===== config.mk =====
export PLATFORM = sky130hd
export DESIGN_NAME = noc_congestion_controller
export DESIGN_NICKNAME = d
export VERILOG_FILES = /design/src/rtl/noc_cc_pkg.sv /design/src/rtl/cc_window_accumulator.sv /design/src/rtl/noc_congestion_controller.sv
export SDC_FILE = /design/constraint.sdc
export NUM_CORES = 1
export LEC_CHECK = 0
export ABC_AREA = 1
export CAP_MARGIN = 15
export CORE_MARGIN = 2
export CORE_UTILIZATION = 40
export DETAILED_ROUTE_END_ITERATION = 10
export GPL_ROUTABILITY_DRIVEN = 0
export GPL_TIMING_DRIVEN = 0
export SKIP_LAST_GASP = 1
export SLEW_MARGIN = 30
export SYNTH_ARGS = -nofsm -noshare
export SYNTH_HDL_FRONTEND = slang
export SYNTH_SLANG_ARGS = --single-unit

===== constraint.sdc =====
create_clock -name clk -period 3.3 [get_ports clk]
set_input_delay 0.66 -clock clk [delete_from_list [all_inputs] [get_ports clk]]
set_output_delay 0.66 -clock clk [all_outputs]
set_load 0.01 [all_outputs]

===== src/rtl/noc_cc_pkg.sv =====
// Shared types, default thresholds and the occupancy adder for the NoC
// congestion controller.
package noc_cc_pkg;

  typedef enum logic [2:0] {
    CC_NORMAL   = 3'd0,
    CC_MILD     = 3'd1,
    CC_MODERATE = 3'd2,
    CC_SEVERE   = 3'd3,
    CC_HALT     = 3'd4
  } cc_state_t;

  localparam int unsigned DEF_TH_MILD      = 20;
  localparam int unsigned DEF_TH_MOD       = 35;
  localparam int unsigned DEF_TH_SEV       = 50;
  localparam int unsigned DEF_TH_HALT      = 65;
  localparam int unsigned DEF_HYST         = 5;
  localparam int unsigned DEF_DOWN_WINDOWS = 2;
  localparam int unsigned DEF_HALT_MAX     = 4;

  // Widest packed occupancy vector the adder accepts; callers zero-extend.
  localparam int unsigned OCC_VEC_MAX = 128;

  function automatic logic [7:0] occ_sum(input logic [OCC_VEC_MAX-1:0] vec,
                                         input int unsigned nports,
                                         input int unsigned w);
    logic [OCC_VEC_MAX-1:0] mask;
    logic [7:0]             s;
    mask = ~({OCC_VEC_MAX{1'b1}} << w);
    s    = '0;
    for (int unsigned p = 0; p < nports; p++) begin
      s = s + 8'((vec >> (p * w)) & mask);
    end
    return s;
  endfunction

endpackage


===== src/rtl/cc_window_accumulator.sv =====
// Accumulates total occupancy and grant count over a fixed window and
// presents the window result combinationally on the window-end cycle.
module cc_window_accumulator
  import noc_cc_pkg::*;
#(
  parameter int unsigned NUM_PORTS = 5,
  parameter int unsigned OCC_WIDTH = 4,
  parameter int unsigned WINDOW    = 16
) (
  input  logic                           clk_i,
  input  logic                           rst_i,
  input  logic                           enable_i,
  input  logic [NUM_PORTS*OCC_WIDTH-1:0] occ_i,
  input  logic [NUM_PORTS-1:0]           grant_i,
  output logic                           window_done_o,
  output logic [7:0]                     avg_o,
  output logic [7:0]                     gcnt_final_o,
  output logic                           acc_nonzero_o
);

  localparam int unsigned LOG2W = $clog2(WINDOW);
  localparam int unsigned ACC_W = 8 + LOG2W;

  logic [LOG2W-1:0] win_cnt_q, win_cnt_d;
  logic [ACC_W-1:0] acc_q, acc_d, acc_total;
  logic [7:0]       gcnt_q, gcnt_d, gcnt_total, sample, pc;
  logic [8:0]       gsum;

  always_comb begin
    sample = occ_sum(OCC_VEC_MAX'(occ_i), NUM_PORTS, OCC_WIDTH);
    pc     = '0;
    for (int unsigned p = 0; p < NUM_PORTS; p++) begin
      pc = pc + 8'(grant_i[p]);
    end
    // The current cycle's sample is folded in before the window result is taken.
    acc_total  = acc_q + ACC_W'(sample);
    gsum       = {1'b0, gcnt_q} + {1'b0, pc};
    gcnt_total = gsum[8] ? 8'hFF : gsum[7:0];

    window_done_o = enable_i && (win_cnt_q == LOG2W'(WINDOW - 1));
    avg_o         = 8'(acc_total >> LOG2W);
    gcnt_final_o  = gcnt_total;
    acc_nonzero_o = |acc_total;

    win_cnt_d = win_cnt_q + LOG2W'(1);
    acc_d     = acc_total;
    gcnt_d    = gcnt_total;
    if (!enable_i || window_done_o) begin
      win_cnt_d = '0;
      acc_d     = '0;
      gcnt_d    = '0;
    end
  end

  always_ff @(posedge clk_i or posedge rst_i) begin
    if (rst_i) begin
      win_cnt_q <= '0;
      acc_q     <= '0;
      gcnt_q    <= '0;
    end else begin
      win_cnt_q <= win_cnt_d;
      acc_q     <= acc_d;
      gcnt_q    <= gcnt_d;
    end
  end

endmodule


===== src/rtl/noc_congestion_controller.sv =====
// Per-router congestion controller: hysteretic level FSM and starvation
// boost evaluated once per sampling window, all outputs registered.
module noc_congestion_controller
  import noc_cc_pkg::*;
#(
  parameter int unsigned NUM_PORTS        = 5,
  parameter int unsigned OCC_WIDTH        = 4,
  parameter int unsigned WINDOW           = 16,
  parameter int unsigned TH_MILD          = DEF_TH_MILD,
  parameter int unsigned TH_MOD           = DEF_TH_MOD,
  parameter int unsigned TH_SEV           = DEF_TH_SEV,
  parameter int unsigned TH_HALT          = DEF_TH_HALT,
  parameter int unsigned HYST             = DEF_HYST,
  parameter int unsigned DOWN_WINDOWS     = DEF_DOWN_WINDOWS,
  parameter int unsigned HALT_MAX_WINDOWS = DEF_HALT_MAX
) (
  input  logic                           clk,
  input  logic                           rst,
  input  logic                           enable,
  input  logic [NUM_PORTS*OCC_WIDTH-1:0] port_occupancy,
  input  logic [NUM_PORTS-1:0]           grant_valid,
  output logic [1:0]                     throttle_level,
  output logic                           global_flow_control,
  output logic                           qos_enforcement_active,
  output logic [1:0]                     priority_boost,
  output logic [2:0]                     cc_state,
  output logic [7:0]                     window_avg
);

  logic       win_done, win_nz;
  logic [7:0] win_avg, win_gcnt;

  cc_window_accumulator #(
    .NUM_PORTS (NUM_PORTS),
    .OCC_WIDTH (OCC_WIDTH),
    .WINDOW    (WINDOW)
  ) u_acc (
    .clk_i         (clk),
    .rst_i         (rst),
    .enable_i      (enable),
    .occ_i         (port_occupancy),
    .grant_i       (grant_valid),
    .window_done_o (win_done),
    .avg_o         (win_avg),
    .gcnt_final_o  (win_gcnt),
    .acc_nonzero_o (win_nz)
  );

  cc_state_t  state_q, state_d, next_up, next_dn;
  logic [7:0] down_q, down_d, halt_q, halt_d, avg_q, avg_d;
  logic [1:0] boost_q, boost_d, thr_q, thr_d;
  logic       gfc_q, gfc_d, qos_q, qos_d, rise_ok, fall_ok;

  always_comb begin
    rise_ok = 1'b0;
    fall_ok = 1'b0;
    next_up = state_q;
    next_dn = state_q;
    unique case (state_q)
      CC_NORMAL:   begin rise_ok = win_avg >= 8'(TH_MILD); next_up = CC_MILD; end
      CC_MILD:     begin
        rise_ok = win_avg >= 8'(TH_MOD);        next_up = CC_MODERATE;
        fall_ok = win_avg < 8'(TH_MILD - HYST); next_dn = CC_NORMAL;
      end
      CC_MODERATE: begin
        rise_ok = win_avg >= 8'(TH_SEV);        next_up = CC_SEVERE;
        fall_ok = win_avg < 8'(TH_MOD - HYST);  next_dn = CC_MILD;
      end
      CC_SEVERE:   begin
        rise_ok = win_avg >= 8'(TH_HALT);       next_up = CC_HALT;
        fall_ok = win_avg < 8'(TH_SEV - HYST);  next_dn = CC_MODERATE;
      end
      CC_HALT:     begin fall_ok = win_avg < 8'(TH_HALT - HYST); next_dn = CC_SEVERE; end
      default:     ;
    endcase

    state_d = state_q;
    down_d  = down_q;
    halt_d  = halt_q;
    boost_d = boost_q;
    avg_d   = avg_q;
    if (!enable) begin
      state_d = CC_NORMAL;
      down_d  = '0;
      halt_d  = '0;
      boost_d = '0;
      avg_d   = '0;
    end else if (win_done) begin
      avg_d = win_avg;
      // HALT timeout overrides the avg-driven rules entirely.
      if (state_q == CC_HALT && halt_q == 8'(HALT_MAX_WINDOWS - 1)) begin
        state_d = CC_SEVERE;
        halt_d  = '0;
        down_d  = '0;
      end else begin
        if (state_q == CC_HALT) halt_d = halt_q + 8'd1;
        if (rise_ok) begin
          state_d = next_up;
          down_d  = '0;
        end else if (fall_ok) begin
          if (down_q == 8'(DOWN_WINDOWS - 1)) begin
            state_d = next_dn;
            down_d  = '0;
            halt_d  = '0;
          end else begin
            down_d = down_q + 8'd1;
          end
        end else begin
          down_d = '0;
        end
      end
      if (win_gcnt != 8'd0) begin
        if (boost_q != 2'd0) boost_d = boost_q - 2'd1;
      end else if (win_nz) begin
        if (boost_q != 2'd3) boost_d = boost_q + 2'd1;
      end
    end

    unique case (state_d)
      CC_MILD:     thr_d = 2'd1;
      CC_MODERATE: thr_d = 2'd2;
      CC_SEVERE:   thr_d = 2'd3;
      CC_HALT:     thr_d = 2'd3;
      default:     thr_d = 2'd0;
    endcase
    gfc_d = (state_d == CC_HALT);
    qos_d = (state_d != CC_NORMAL);
  end

  always_ff @(posedge clk or posedge rst) begin
    if (rst) begin
      state_q <= CC_NORMAL;
      down_q  <= '0;
      halt_q  <= '0;
      boost_q <= '0;
      avg_q   <= '0;
      thr_q   <= '0;
      gfc_q   <= 1'b0;
      qos_q   <= 1'b0;
    end else begin
      state_q <= state_d;
      down_q  <= down_d;
      halt_q  <= halt_d;
      boost_q <= boost_d;
      avg_q   <= avg_d;
      thr_q   <= thr_d;
      gfc_q   <= gfc_d;
      qos_q   <= qos_d;
    end
  end

  assign throttle_level         = thr_q;
  assign global_flow_control    = gfc_q;
  assign qos_enforcement_active = qos_q;
  assign priority_boost         = boost_q;
  assign cc_state               = state_q;
  assign window_avg             = avg_q;

endmodule

==> implementation parameters <==
Parameter                              Value

Logic synthesis
  Sequential element share of the synthesized area    0.334
  Post-synthesis instance area    4270 sq um
  Dominant register cell in the synthesized netlist    sky130_fd_sc_hd__dfrtp_1
  Synthesized netlist net count    641
  Fraction of registers with async set or reset after synthesis    1.00
  Post-synthesis average cell area    7.46 sq um
  Yosys top cell area share    0.334
  Number of library cell types mapped by synthesis    36
  Leading post-synthesis cells by cell area    sky130_fd_sc_hd__dfrtp_1, sky130_fd_sc_hd__nand2_1, sky130_fd_sc_hd__inv_1
  Post-synth EDFFs    0
  Leading post-synthesis cells by instance count    sky130_fd_sc_hd__nand2_1, sky130_fd_sc_hd__inv_1, sky130_fd_sc_hd__nor2_1
  Number of register bits inferred by synthesis    57
  Count of yosys warnings during synthesis    0
  Most common cell in the synthesized netlist    sky130_fd_sc_hd__nand2_1
  Synthesized netlist cell count    ~570
  Largest area contributor in the synthesized netlist    sky130_fd_sc_hd__dfrtp_1

Cells and area
  Fillcell total    948
  Layout cell share with drive strength beyond 1    0.280
  P&R area growth vs syn    36.1%
  Antenna fix cells    0
  Net total in the final layout    roughly 720

Worst setup path
  Worst Setup Path Type    primary input to flop
  Setup crit start kind    primary input
  Highest cell delay on the worst timing path    roughly 540 ps
  Cell class contributing the biggest share of worst-path delay    adder cells
  Most frequent CP cell    sky130_fd_sc_hd__nand2_1
  WP data required    3530 ps
  Critical Path Sink Type    flop
  Largest fanout on the critical path    6
  Critical path buffers and inverters    5
  Highest-delay cell along the critical path    sky130_fd_sc_hd__fa_2
  Endpoint arrival time on the critical path    5390 ps

Floorplan
  Floorplan die width    107 microns
  Floorplan die area    ~12000 sq um
  Core Box Area    10300 sq um
  Number of top-level design ports    45
  Die boundary height    between 100 and 150 microns
  Row count    37
  Starting utilization of the core area    0.414

Drt
  Average wire per standard cell    13.0 microns
  Number of vias in the routed layout    roughly 4k
  Detailed-router iteration count before antenna repair    4
  Initial drt markers    roughly 220
  Remaining number of nets flagged by the antenna check after routing    0
  Total detailed-routing wirelength    10.3 mm
  Routed via count divided by cell count    slightly below 5
  Post-route DRC    0

Clock tree
  CTS Root Buffer Type    sky130_fd_sc_hd__clkbuf_8
  CTS tree    yes
  Clock insertion delay at the later pin of the skew report    350 ps
  Number of hold-repair buffers added at the cts stage    0
  Sink count of the clock tree    57
  Number of H-tree branching levels    3
  Cts bufs inserted    9
  Max Buffers Root-to-Sink    2
  Clock-pin slew of the registers on the worst-case setup and hold paths    around 70 ps

STA
  Setup violations, final    45
  Max-Slew Margin vs Limit    0.588
  Shortest period the worst path allows    5160 ps
  Transition at the pin with the smallest max-transition slack    617 ps
  Max-slew violation total from the final report    0
  Worst setup margin    -1860 ps
  FMAX    0.194 GHz
  Hold Vio Cnt, Final    0
  Final total negative setup slack    -58560 ps
  Setup repair after global routing missed its margin    true
  Clock skew    14.4 ps
  Final cycle utilization of the critical path    1.56

GRT
  Pin count of the biggest net entering global routing    38
  Total gr overflow    0
  Total GRT Usage    0.183
  Antenna violations before repair    0
  First-pass GRT wire length    17.0 mm
  Via count of the first global-routing pass    3887

Min path
  Hold Path Class    flop to flop

Place
  Count of port buffers added during placement    44
  Estimated wirelength of the detail-placed design    between 7 and 8 mm
  Placement Setup Slack    -2610 ps

Power and ir drop
  Switching power total    1.86 mW
  Combinational cell fraction of total power    0.641
  Sequential group share of total power    0.208
  Switching power share of the total    0.460
  Clock Power Share    0.151
  Peak supply drop    roughly 0.38 mV
  PD cells    694 nW/um^2
  Leakage    2.78 nW
  Total internal power    2.18 mW

Status
  Status    finished with violations
  Violations in the final reports    negative setup slack

Flow run
  Count of max-cap constraint violations    0
## power groups by stage
stage | clock [mW] | combinational (mW) | sequential, mW
global placement | 0 | 1.84 | 0.844
detailed placement | 0 | 1.87 | 0.844
global route | 0.659 | 2.86 | 0.850
finish | 0.609 | 2.59 | 0.839
CTS | 0.628 | 2.12 | 0.832
floorplan | 0 | 1.47 | 0.838
## stage by stage
step | utilization | total power, mW | cells | hold WS [ps] | cell area [sq um]
6_report | 0.563 | 4.03 | 794 | 458 | 5810
5_1_grt | 0.563 | 4.37 | 794 | 481 | 5810
4_1_cts | 0.533 | 3.58 | 787 | 462 | 5500
3_5_place_dp | 0.492 | 2.72 | 753 | 453 | 5080
3_3_place_gp | 0.490 | 2.69 | 752 | 450 | 5060
2_1_floorplan | - | 2.31 | 572 | 433 | 4450
## sequential cells by signal (all words and copies together), names as in the netlist
name	count
u_acc.acc_q	12
down_q	8
halt_q	8
u_acc.gcnt_q	8
window_avg	8
u_acc.win_cnt_q	4
cc_state	3
priority_boost	2
throttle_level	2
global_flow_control	1
qos_enforcement_active	1
## layout make-up
type                            count  area [sq um]  area share
Tap cell                          136           170      0.0293
Clock buffer                       10           138      0.0237
Clock inverter                      6          42.5     0.00732
Buffer                              6          22.5     0.00388
Inverter                          112           428      0.0736
Sequential cell                    57          1430       0.245
Timing Repair Buffer               70           688       0.118
Multi-Input combinational cell    397          2900       0.498
## cell families after synthesis
kind of cell	synth area share
flip-flops	0.334
adder cells (fa/ha/maj)	0.143
AO/OA/AOI/OAI	0.0815
XOR/XNOR	0.0530
buffers and inverters	0.104
AND/OR/NAND/NOR	0.285
## per-layer routing
layer,part of all wire,global-route usage,up-vias
met1,0.43,0.226,1876
met2,0.51,0.321,81
li1,-,-,1971
met5,0,0,-
met3,0.045,0.0351,9
met4,0.010,0.0603,0
## placed cells by master (no fill, tap or decap), types with 14 or more instances in the layout
cell                               n
sky130_fd_sc_hd__ha_1             16
sky130_fd_sc_hd__nand2_2          34
sky130_fd_sc_hd__inv_1            92
sky130_fd_sc_hd__dfrtp_1          57
sky130_fd_sc_hd__buf_4            16
sky130_fd_sc_hd__nor2_2           15
sky130_fd_sc_hd__nor2_1           50
sky130_fd_sc_hd__o22ai_1          14
sky130_fd_sc_hd__clkdlybuf4s50_1  32
sky130_fd_sc_hd__nand2_1          88
sky130_fd_sc_hd__xor2_1           17
sky130_fd_sc_hd__nand3_1          30
sky130_fd_sc_hd__inv_2            17
## final timing paths
| path | slack (ps) | to | start | cells after the start |
|---|---|---|---|---|
| setup reg to reg | 450 | throttle_level[0]$_DFF_PP0_ | u_acc.acc_q[0]$_DFF_PP0_ | 23 |
| min in group asynchronous | 610 | down_q[4]$_DFFE_PP0N_ | rst | 2 |
| setup / recovery | -1860 | throttle_level[0]$_DFF_PP0_ | port_occupancy[4] | 33 |
| max in group asynchronous | 2190 | u_acc.win_cnt_q[1]$_DFF_PP0_ | rst | 3 |
| hold reg to reg | 460 | u_acc.win_cnt_q[0]$_DFF_PP0_ | u_acc.win_cnt_q[0]$_DFF_PP0_ | 1 |
| hold / removal | 460 | u_acc.win_cnt_q[0]$_DFF_PP0_ | u_acc.win_cnt_q[0]$_DFF_PP0_ | 1 |
## timing repair
item,4_1_cts,5_1_grt
pin swaps,38,37
gates resized for setup,58,63
setup buffers,18,13
setup endpoints to repair,52,50
Power figures use the tool's default switching activity.
